## src/rtl/axis_pixel_packer.sv

```systemverilog
// ============================================================================
// Module   : axis_pixel_packer
// Brief    : Packs a one-pixel-per-handshake sensor stream into full-width
//            AXI-Stream beats. Marks the last beat of each frame with tlast
//            and steers whole frames round-robin across image processors
//            via tdest. A 2-entry output buffer decouples pixel intake from
//            downstream back-pressure.
// Options  : PACKER_STAT_EN - adds frame_cnt_o / err_cnt_o statistics.
// Revision : 1.0 - initial release
// ============================================================================
`default_nettype none

module axis_pixel_packer #(
  parameter int IP_AMT       = 1,
  parameter int IP_ADDR_W    = $clog2(IP_AMT),
  parameter int AXIS_TDEST_W = (IP_ADDR_W > 1) ? IP_ADDR_W : 1,
  parameter int AXIS_TID_W   = 2,
  parameter int AXIS_TID_VAL = 0,
  parameter int IP_DATA_W    = 256,
  parameter int PIXEL_W      = 8,
  parameter int FRAME_PIX    = 76800
) (
  input  logic                      s_aclk,
  input  logic                      s_aresetn,
  // sensor-side pixel stream
  input  logic [PIXEL_W-1:0]        pixel_i,
  input  logic                      pixel_sof_i,
  input  logic                      pixel_valid_i,
  output logic                      pixel_ready_o,
  // AXI-Stream master towards frame fetch
  output logic [AXIS_TID_W-1:0]     m_tid_o,
  output logic [AXIS_TDEST_W-1:0]   m_tdest_o,
  output logic [IP_DATA_W-1:0]      m_tdata_o,
  output logic [IP_DATA_W/8-1:0]    m_tkeep_o,
  output logic [IP_DATA_W/8-1:0]    m_tstrb_o,
  output logic                      m_tlast_o,
  output logic                      m_tvalid_o,
  input  logic                      m_tready_i,
  // status
  output logic                      frame_err_o
`ifdef PACKER_STAT_EN
  ,
  output logic [15:0]               frame_cnt_o,
  output logic [15:0]               err_cnt_o
`endif
);

  // --------------------------------------------------------------------------
  // Derived geometry
  // --------------------------------------------------------------------------
  localparam int PIX_PER_BEAT    = IP_DATA_W / PIXEL_W;
  localparam int BEATS_PER_FRAME = FRAME_PIX / PIX_PER_BEAT;
  localparam int LANE_W          = (PIX_PER_BEAT > 1)    ? $clog2(PIX_PER_BEAT)    : 1;
  localparam int BEAT_W          = (BEATS_PER_FRAME > 1) ? $clog2(BEATS_PER_FRAME) : 1;

  localparam logic [LANE_W-1:0] C_LAST_LANE = LANE_W'(PIX_PER_BEAT - 1);
  localparam logic [BEAT_W-1:0] C_LAST_BEAT = BEAT_W'(BEATS_PER_FRAME - 1);

  // Packing state machine encoding
  localparam logic [0:0] ST_IDLE = 1'b0;  // waiting for a start-of-frame pixel
  localparam logic [0:0] ST_PACK = 1'b1;  // filling beats of the current frame

  // --------------------------------------------------------------------------
  // Packing state
  // --------------------------------------------------------------------------
  logic [0:0]              r_state;
  logic [LANE_W-1:0]       r_lane;
  logic [BEAT_W-1:0]       r_beat;
  logic [IP_DATA_W-1:0]    r_word;
  logic [AXIS_TDEST_W-1:0] r_tdest;
  logic [AXIS_TDEST_W-1:0] r_next_tdest;
  logic                    r_frame_err;

  // --------------------------------------------------------------------------
  // Two-entry output buffer (ring of two slots)
  // --------------------------------------------------------------------------
  logic [IP_DATA_W-1:0]    r_buf_data [2];
  logic                    r_buf_last [2];
  logic [AXIS_TDEST_W-1:0] r_buf_dest [2];
  logic                    r_rd_ptr;
  logic                    r_wr_ptr;
  logic [1:0]              r_count;

  // --------------------------------------------------------------------------
  // Combinational control
  // --------------------------------------------------------------------------
  logic                    w_pop;
  logic                    w_ready;
  logic                    w_accept;
  logic                    w_active;
  logic                    w_restart;
  logic                    w_push;
  logic [LANE_W-1:0]       w_lane_eff;
  logic [BEAT_W-1:0]       w_beat_eff;
  logic [AXIS_TDEST_W-1:0] w_dest_eff;
  logic [AXIS_TDEST_W-1:0] w_dest_inc;
  logic                    w_last_lane;
  logic                    w_last_beat;
  logic [IP_DATA_W-1:0]    w_word;

  // The output side only depends on registered occupancy, so tvalid never
  // sees a combinational path from tready.
  assign w_pop    = (r_count != 2'd0) & m_tready_i;

  // A same-cycle pop frees a slot, so intake continues at full rate with a
  // full buffer as long as the consumer is draining.
  assign w_ready  = (r_count != 2'd2) | w_pop;
  assign w_accept = pixel_valid_i & w_ready;

  // A pixel takes part in packing if it starts a frame or arrives mid-frame;
  // pre-sof junk in IDLE is simply dropped.
  assign w_active  = w_accept & (pixel_sof_i | (r_state == ST_PACK));

  // A sof inside a frame that already holds pixels aborts that frame.
  assign w_restart = w_accept & pixel_sof_i & (r_state == ST_PACK) &
                     ((r_lane != '0) | (r_beat != '0));

  // A sof pixel always becomes lane 0 of beat 0.
  assign w_lane_eff  = pixel_sof_i ? '0 : r_lane;
  assign w_beat_eff  = pixel_sof_i ? '0 : r_beat;

  // New frames take the round-robin target; restarts keep the current one.
  assign w_dest_eff  = (r_state == ST_IDLE) ? r_next_tdest : r_tdest;

  assign w_last_lane = (w_lane_eff == C_LAST_LANE);
  assign w_last_beat = (w_beat_eff == C_LAST_BEAT);
  assign w_push      = w_active & w_last_lane;

  // Round-robin successor of the current frame target
  generate
    if (IP_AMT <= 1) begin : g_rr_single
      assign w_dest_inc = '0;
    end else begin : g_rr_multi
      localparam logic [AXIS_TDEST_W-1:0] C_LAST_DEST = AXIS_TDEST_W'(IP_AMT - 1);
      assign w_dest_inc = (w_dest_eff == C_LAST_DEST) ? '0 : w_dest_eff + 1'b1;
    end
  endgenerate

  // Merge the incoming pixel into its lane; first pixel lands in the LSBs.
  always_comb begin
    w_word = r_word;
    w_word[int'(w_lane_eff) * PIXEL_W +: PIXEL_W] = pixel_i;
  end

  // --------------------------------------------------------------------------
  // Frame/lane/beat tracking and round-robin target selection
  // --------------------------------------------------------------------------
  always_ff @(posedge s_aclk or negedge s_aresetn) begin
    if (!s_aresetn) begin
      r_state      <= ST_IDLE;
      r_lane       <= '0;
      r_beat       <= '0;
      r_word       <= '0;
      r_tdest      <= '0;
      r_next_tdest <= '0;
    end else if (w_active) begin
      r_tdest <= w_dest_eff;
      if (w_push) begin
        r_lane <= '0;
        if (w_last_beat) begin
          r_beat       <= '0;
          r_next_tdest <= w_dest_inc;
          r_state      <= ST_IDLE;
        end else begin
          r_beat  <= w_beat_eff + 1'b1;
          r_state <= ST_PACK;
        end
      end else begin
        r_word  <= w_word;
        r_lane  <= w_lane_eff + 1'b1;
        r_beat  <= w_beat_eff;
        r_state <= ST_PACK;
      end
    end
  end

  // One-cycle error pulse for an aborted frame
  always_ff @(posedge s_aclk or negedge s_aresetn) begin
    if (!s_aresetn) begin
      r_frame_err <= 1'b0;
    end else begin
      r_frame_err <= w_restart;
    end
  end

  // Output buffer: push completed beats, pop on handshake
  always_ff @(posedge s_aclk or negedge s_aresetn) begin
    if (!s_aresetn) begin
      for (int i = 0; i < 2; i++) begin
        r_buf_data[i] <= '0;
        r_buf_last[i] <= 1'b0;
        r_buf_dest[i] <= '0;
      end
      r_rd_ptr <= 1'b0;
      r_wr_ptr <= 1'b0;
      r_count  <= 2'd0;
    end else begin
      if (w_push) begin
        r_buf_data[r_wr_ptr] <= w_word;
        r_buf_last[r_wr_ptr] <= w_last_beat;
        r_buf_dest[r_wr_ptr] <= w_dest_eff;
        r_wr_ptr             <= ~r_wr_ptr;
      end
      if (w_pop) begin
        r_rd_ptr <= ~r_rd_ptr;
      end
      case ({w_push, w_pop})
        2'b10:   r_count <= r_count + 2'd1;
        2'b01:   r_count <= r_count - 2'd1;
        default: r_count <= r_count;
      endcase
    end
  end

  // --------------------------------------------------------------------------
  // Outputs
  // --------------------------------------------------------------------------
  assign pixel_ready_o = w_ready;
  assign m_tvalid_o    = (r_count != 2'd0);
  assign m_tdata_o     = r_buf_data[r_rd_ptr];
  assign m_tlast_o     = r_buf_last[r_rd_ptr];
  assign m_tdest_o     = r_buf_dest[r_rd_ptr];
  assign m_tid_o       = AXIS_TID_W'(AXIS_TID_VAL);
  assign m_tkeep_o     = '1;
  assign m_tstrb_o     = '1;
  assign frame_err_o   = r_frame_err;

`ifdef PACKER_STAT_EN
  logic [15:0] r_frame_cnt;
  logic [15:0] r_err_cnt;

  // Completed frames (wrapping) and aborted frames (saturating)
  always_ff @(posedge s_aclk or negedge s_aresetn) begin
    if (!s_aresetn) begin
      r_frame_cnt <= 16'd0;
      r_err_cnt   <= 16'd0;
    end else begin
      if (w_pop && m_tlast_o) begin
        r_frame_cnt <= r_frame_cnt + 16'd1;
      end
      if (r_frame_err && (r_err_cnt != 16'hFFFF)) begin
        r_err_cnt <= r_err_cnt + 16'd1;
      end
    end
  end

  assign frame_cnt_o = r_frame_cnt;
  assign err_cnt_o   = r_err_cnt;
`endif

endmodule

`default_nettype wire

```

## config.mk

```make
export PLATFORM = sky130hd
export DESIGN_NAME = axis_pixel_packer
export DESIGN_NICKNAME = d
export VERILOG_FILES = /design/src/rtl/axis_pixel_packer.sv
export SDC_FILE = /design/constraint.sdc
export NUM_CORES = 2
export LEC_CHECK = 0
export CAP_MARGIN = 10
export CORE_MARGIN = 2
export CORE_UTILIZATION = 55
export DETAILED_ROUTE_END_ITERATION = 6
export GPL_TIMING_DRIVEN = 0
export PLACE_DENSITY = 0.75
export SKIP_CTS_REPAIR_TIMING = 1
export SYNTH_ARGS = -nofsm -noshare
export SYNTH_HDL_FRONTEND = slang
export SYNTH_SLANG_ARGS = --single-unit
```

## constraint.sdc

```tcl
create_clock -name s_aclk -period 7.4 [get_ports s_aclk]
set_input_delay 1.48 -clock s_aclk [delete_from_list [all_inputs] [get_ports s_aclk]]
set_output_delay 1.48 -clock s_aclk [all_outputs]
set_load 0.05 [all_outputs]
```

Word level (Yosys, flattened, before mapping)
Index checks and enable logic that the tools add are counted.
{"block": "classes", "n_addsub": 5, "n_bitwise": 15, "n_eq_ne": 5, "n_reduce_logical": 6, "mux": 26, "n_lt_le_gt_ge": 3, "n_shift": 2}
{"operator": "$mux W256", "n": 4}
{"operator": "$bwmux W512", "n": 1}
{"operator": "$bwmux W256", "n": 1}
{"operator": "$demux W256 S1", "n": 1}
{"operator": "$shift A8 B33 Y256 const A", "n": 1}
{"operator": "$shiftx A8 B33 Y256", "n": 1}
{"operator": "$mux W12", "n": 3}
{"operator": "$neg A8 Y33", "n": 1}
{"operator": "$add A12 B1 Y12 const B", "n": 1}
{"operator": "$eq A12 B12 Y1 const B", "n": 1}
{"operator": "$reduce_bool A12 Y1", "n": 1}
{"operator": "$mux W1", "n": 10}
{"operator": "$mux W5", "n": 2}
{"operator": "$and A1 B1 Y1", "n": 7}
{"operator": "$add A5 B1 Y5 const B", "n": 1}
{"operator": "$eq A5 B5 Y1 const B", "n": 1}
{"operator": "$reduce_bool A5 Y1", "n": 1}
{"operator": "$bwmux W2", "n": 2}
{"operator": "$ge A2 B2 Y1 const B", "n": 2}
{"operator": "$not A1 Y2", "n": 2}
{"operator": "$pmux W2 S2", "n": 1}
{"operator": "$reduce_bool A2 Y1", "n": 2}
{"operator": "$not A1 Y1", "n": 3}
{"operator": "$or A1 B1 Y1", "n": 3}
{"operator": "other kinds (9)", "n": 9}
{"block": "totals", "inputBits": 13, "out_inout_bits": 327, "ff_bits": 796, "word_cells": 77}

Depth between registers and ports, before layout
{"block": "depth", "ltp_word": 8, "mapped_depth": 19, "ltp_nobuf": 12}

Least setup slack after synthesis
Ideal clock, no wire load.
{"block": "synth_timing", "path_type": "input to register", "startpoint": "input port pixel_sof_i", "endpoint": "register r_buf_data[200] (netlist bit)", "path_stages": 15, "path_slack_ns": 2.203, "required_time_ns": 7.270, "path_buffers": 7, "arrival_ns": 5.067, "setup_ns": 0.130, "cell_sequence": "buf_2 buf_2 buf_2 clkbuf_1 clkbuf_1 nand2b_1 ha_1 buf_4 o21a_1 ha_1 clkbuf_1 nor3b_2 nand4_1 mux2i_1 o21ai_0"}
{"block": "synth_between", "elab_chain_len": 5, "elab_cells_between_ends": 10, "classes_between": "1 x add/sub; 1 x eq/ne; 2 x shift; 3 x mux; 3 x bitwise"}
{"element": "start, declared", "line": "27", "text": "input logic pixel_sof_i,"}
{"element": "$mux W5", "line": "119", "text": "assign w_lane_eff = pixel_sof_i ? '0 : r_lane;"}
{"element": "$neg A8 Y33", "line": "142", "text": "w_word[int'(w_lane_eff) * PIXEL_W +: PIXEL_W] = pixel_i;"}
{"element": "$shiftx A8 B33 Y256 / $shift A8 B33 Y256 (equally long branches)", "line": "142"}
{"element": "$bwmux W256", "line": "142"}
{"element": "$bwmux W512", "line": "199", "text": "r_buf_data[r_wr_ptr] <= w_word;"}
{"element": "end signal, assigned by index", "line": "199"}
{"element": "end, declared", "line": "77", "text": "logic [IP_DATA_W-1:0] r_buf_data [2];"}
Several ways; a longest one is shown, not always the timed one.
A chain may end at the register's enable or synchronous reset.

Final worst setup path
{"block": "layout_timing", "startpoint": "input port pixel_sof_i", "endpoint": "register r_buf_data[310] (netlist bit)"}
Same word-level chain as after synthesis.

==> impl_metrics.py <==
metrics = {
    "setup_path": {
        "cp_common_cell": "clkbuf_1",
        "crit_slowest_cell": "clkbuf_1",
        "startpoint_type": "input port",
        "critPathCaptureType": "flop",
        "cp.arrival_ns": 7.74,
        "ff2ff_setup_slack_ns": 2.42,
        "path_cells": "clkdlybuf4s50_1 -> buf_2 -> buf_2 -> buf_2 -> clkbuf_1 -> clkbuf_1 -> nand2b_1 -> inv_1 -> ha_1 -> and3_1 -> ha_1 -> clkbuf_1 -> o21a_1 -> and3_1 -> nand2b_1 -> clkbuf_1 -> clkbuf_1 -> o21ai_0",
        "critPathRequiredTime_ns": 7.88,
        "critPathKind": "input port to flop",
        "crit_start": "pixel_sof_i",
        "cp_top_family": "buffers and inverters",
        "crit_fanout": 10,
        "cp_slowest_stage_delay_ns": 1.06,
        "path_buf_inv": 10,
        "r2r-start": "r_lane[0]",
    },
    "sta": {
        "fin_worst_skew_ns": 0.0182,
        "fmax_mhz": 138,
        "finalHoldViolations": 0,
        "final-setup-viol-count": 0,
        "slew_viol_final": 0,
        "slew_headroom_pct": 4.57,
        "rsz0062_at_grt": "false",
        "tightest_slew_ns": 1.43,
        "hold_ws_ns": 0.470,
        "min_period_ns": 7.26,
        "period_share_pct": 98.1,
    },
    "power": {
        "internal_power_mw": 7.26,
        "switching_share_pct": 29.0,
        "ir_worst_vdd_mv": 0.182,
        "seq_power_share_pct": 43.5,
        "power_density_nw_per_um2": 233,
        "report.power.total_mw": 10.2,
        "clockPowerShare_pct": 40.3,
        "p_sw_mw": 2.97,
        "power.combinational.fraction_pct": 16.3,
        "leakagePower_nw": 20.0,
    },
    "global_routing": {
        "grt_use_met1_pct": 42.9,
        "met2_usage_pct": 52.1,
        "grt.overflow.total": 0,
        "grt_start_max_net_pins": 128,
        "grt_pass1_wl_mm": 173,
        "grt_pass1_vias": 28200,
        "antenna_found_initial": 5,
        "met3_usage_pct": 6.45,
        "track_usage_pct": 32.8,
        "grt_busiest_layer": "met2",
    },
    "cts": {
        "cts_inserted_buffers": 81,
        "cts_root_buffer": "clkbuf_16",
        "clk_pin_slew_ns": 0.06,
        "tritoncts": "done",
        "clk_latency_ns": 0.65,
        "cts_num_sinks": 796,
        "clock_path_buffers": 3,
        "htree_levels": 3,
    },
    "routing": {
        "drc_errors": 0,
        "vias": 28000,
        "viasPerCell": 5.90,
        "wl_per_cell_um": 24.0,
        "wl_mm": 114,
        "first_iter_violations": 2700,
        "dr.pass1.iters": 5,
        "ant_nets": 0,
    },
    "yosys": {
        "synth.distinct_cells": 64,
        "yosys_warnings": 0,
        "synthXorXnorAreaFrac_pct": 0.386,
        "synthArstFlopShare_pct": 100,
        "synth.area.mux_share_pct": 20.3,
        "yosys.area.top_type": "dfrtp_1",
        "ys_seq_elements": 796,
        "synth_top_area_share_pct": 54.0,
        "syn_area_um2": 36900,
        "synth_compound_area_share_pct": 10.5,
        "synthFlopType": "dfrtp_1",
        "synth.top_cells.by_area": "dfrtp_1 54%, mux2_2 13%, o21ai_0 9.1%, mux2i_1 6.9%, nand2_1 5.8%",
        "synth_area_per_cell_um2": 10.9,
        "synth-simple-area-share_pct": 10.6,
        "synthCells": 3380,
        "ys_seq_area_share_pct": 54.0,
        "yosys.area_share.adder_pct": 0.271,
        "synth_top_family_by_area": "multiplexers",
        "synth_edf_count": 0,
    },
    "final_layout": {
        "drive_above_1_share_pct": 19.9,
        "final_net_count": 3836,
        "syn_to_final_growth_pct": 18.9,
        "fill_cells": 5231,
    },
    "floorplanning": {
        "pin_count": 340,
        "die_height_um": 263,
        "start_util_pct": 55.8,
        "die_area_um2": 69200,
        "die_w_um": 263,
        "rows": 94,
        "core_region_area_um2": 66100,
    },
    "place": {
        "globalplace.congestion": 0.991,
        "dpl.hpwl_mm": 82.3,
        "port_buffers": 273,
    },
    "hold_path": {
        "hold_class": "flop to flop",
        "hp-start": "r_buf_data[86]",
    },
    "run": {
        "max-cap-violations": 0,
    },
    "outcome": {
        "run_status": "finished, final reports clean",
    },
}
## cell usage in the layout (no fill, tap or decap), types with 29 or more instances in the layout
cell type	instances
nor3_1	29
conb_1	66
mux2_2	430
buf_2	74
clkbuf_1	154
mux2i_1	256
buf_4	75
nor2_1	57
nand2_1	567
clkdlybuf4s50_1	272
dfrtp_1	796
o21ai_0	673
clkbuf_16	81
## registers in the layout, indices dropped and copies added (netlist names)
| signal | count |
|---|---|
| r_lane | 5 |
| frame_err_o | 1 |
| r_count | 2 |
| r_state | 1 |
| r_buf_dest | 2 |
| r_wr_ptr | 1 |
| r_beat | 12 |
| r_buf_last | 2 |
| r_tdest | 1 |
| r_rd_ptr | 1 |
| r_word | 256 |
| r_buf_data | 512 |
## final timing paths
check | end | depth (start not counted)
max | r_buf_data[310] | 18
min | r_buf_data[86] | 2
max reg2reg | r_buf_data[310] | 14
min reg2reg | r_buf_data[86] | 2
max in group asynchronous | r_count[1] | 4
min in group asynchronous | r_buf_data[212] | 1
## synthesized netlist by cell type, drive strengths merged, types with 3 or more instances
library cell and n:
dfrtp 796, o21bai 3, buf 154, o21ai 692, and3 11, nor2b 19
nand3 48, nor3b 5, inv 8, nand4 15, o21a 4, xnor2 8
xor2 4, a21oi 14, nand2 567, and2 21, nor4 18, nor3 31
mux2 435, and3b 6, o31ai 5, clkbuf 135, or2 4, nor2 58
or3 3, ha 8, nand2b 15, a21boi 5, mux2i 257, nand3b 4
## cell families (layout without fill, tap and decap cells)
| family | after synthesis | count (layout) |
|---|---|---|
| AO/OA/AOI/OAI | 741 | 741 |
| flip-flops | 796 | 796 |
| multiplexers | 692 | 692 |
| buffers and inverters | 297 | 728 |
| adder cells (fa/ha/maj) | 8 | 8 |
| other | 2 | 70 |
| AND/OR/NAND/NOR | 832 | 832 |
| XOR/XNOR | 12 | 12 |
## power groups by stage
stage,sequential [mW],clock [mW],combinational (mW)
final,4.45,4.12,1.67
after global routing,4.45,4.31,1.76
after CTS,4.45,4.14,1.64
after detailed placement,4.53,0,1.63
after global placement,4.54,0,1.61
after floorplan,4.52,0,1.06
## final cells by class
type / instances / area (µm²) / share of cell area, %
sequential: 796 / 19900 / 45.4
buffer: 289 / 1460 / 3.33
tap: 864 / 1080 / 2.46
clock inverter: 26 / 302 / 0.687
antenna: 4 / 10.0 / 0.0228
clock buffer: 117 / 2330 / 5.31
inverter: 8 / 30.0 / 0.0684
multi-input combinational: 2351 / 15800 / 35.9
timing repair buffer: 288 / 3000 / 6.83
## per-stage QoR
step | setup TNS, ns | utilization [%] | area [µm²] | setup WS (ns) | std cells
3_3_place_gp | - | 62.0 | 41000 | -30.62 | 4581
3_5_place_dp | -24.50 | 62.3 | 41200 | -0.380 | 4591
6_report | 0 | 66.4 | 43900 | 0.138 | 4743
5_1_grt | 0 | 66.4 | 43900 | 0.0115 | 4741
2_1_floorplan | 0 | - | 37200 | 2.20 | 3444
4_1_cts | 0 | 66.3 | 43800 | 0.317 | 4734
## worst reg2reg max path, stage by stage, from the launching register on
cell and delay (ns):
dfrtp_1 0.43, nand2b_1 0.18, inv_1 0.11, buf_2 0.21, buf_1 0.33, ha_1 0.38
and3_1 0.20, ha_1 0.19, clkbuf_1 0.25, o21a_1 0.24, and3_1 0.28, nand2b_1 0.13
clkbuf_1 1.06, clkbuf_1 0.61, o21ai_0 0.22
## routing by layer
layer / part of all wire, % / wire length [µm]
met1: 40 / 46100
met2: 47 / 53300
met3: 7.2 / 8260
met4: 5.5 / 6270
met5: 0.014 / 16
No activity file was read; power rests on OpenSTA's default activity.
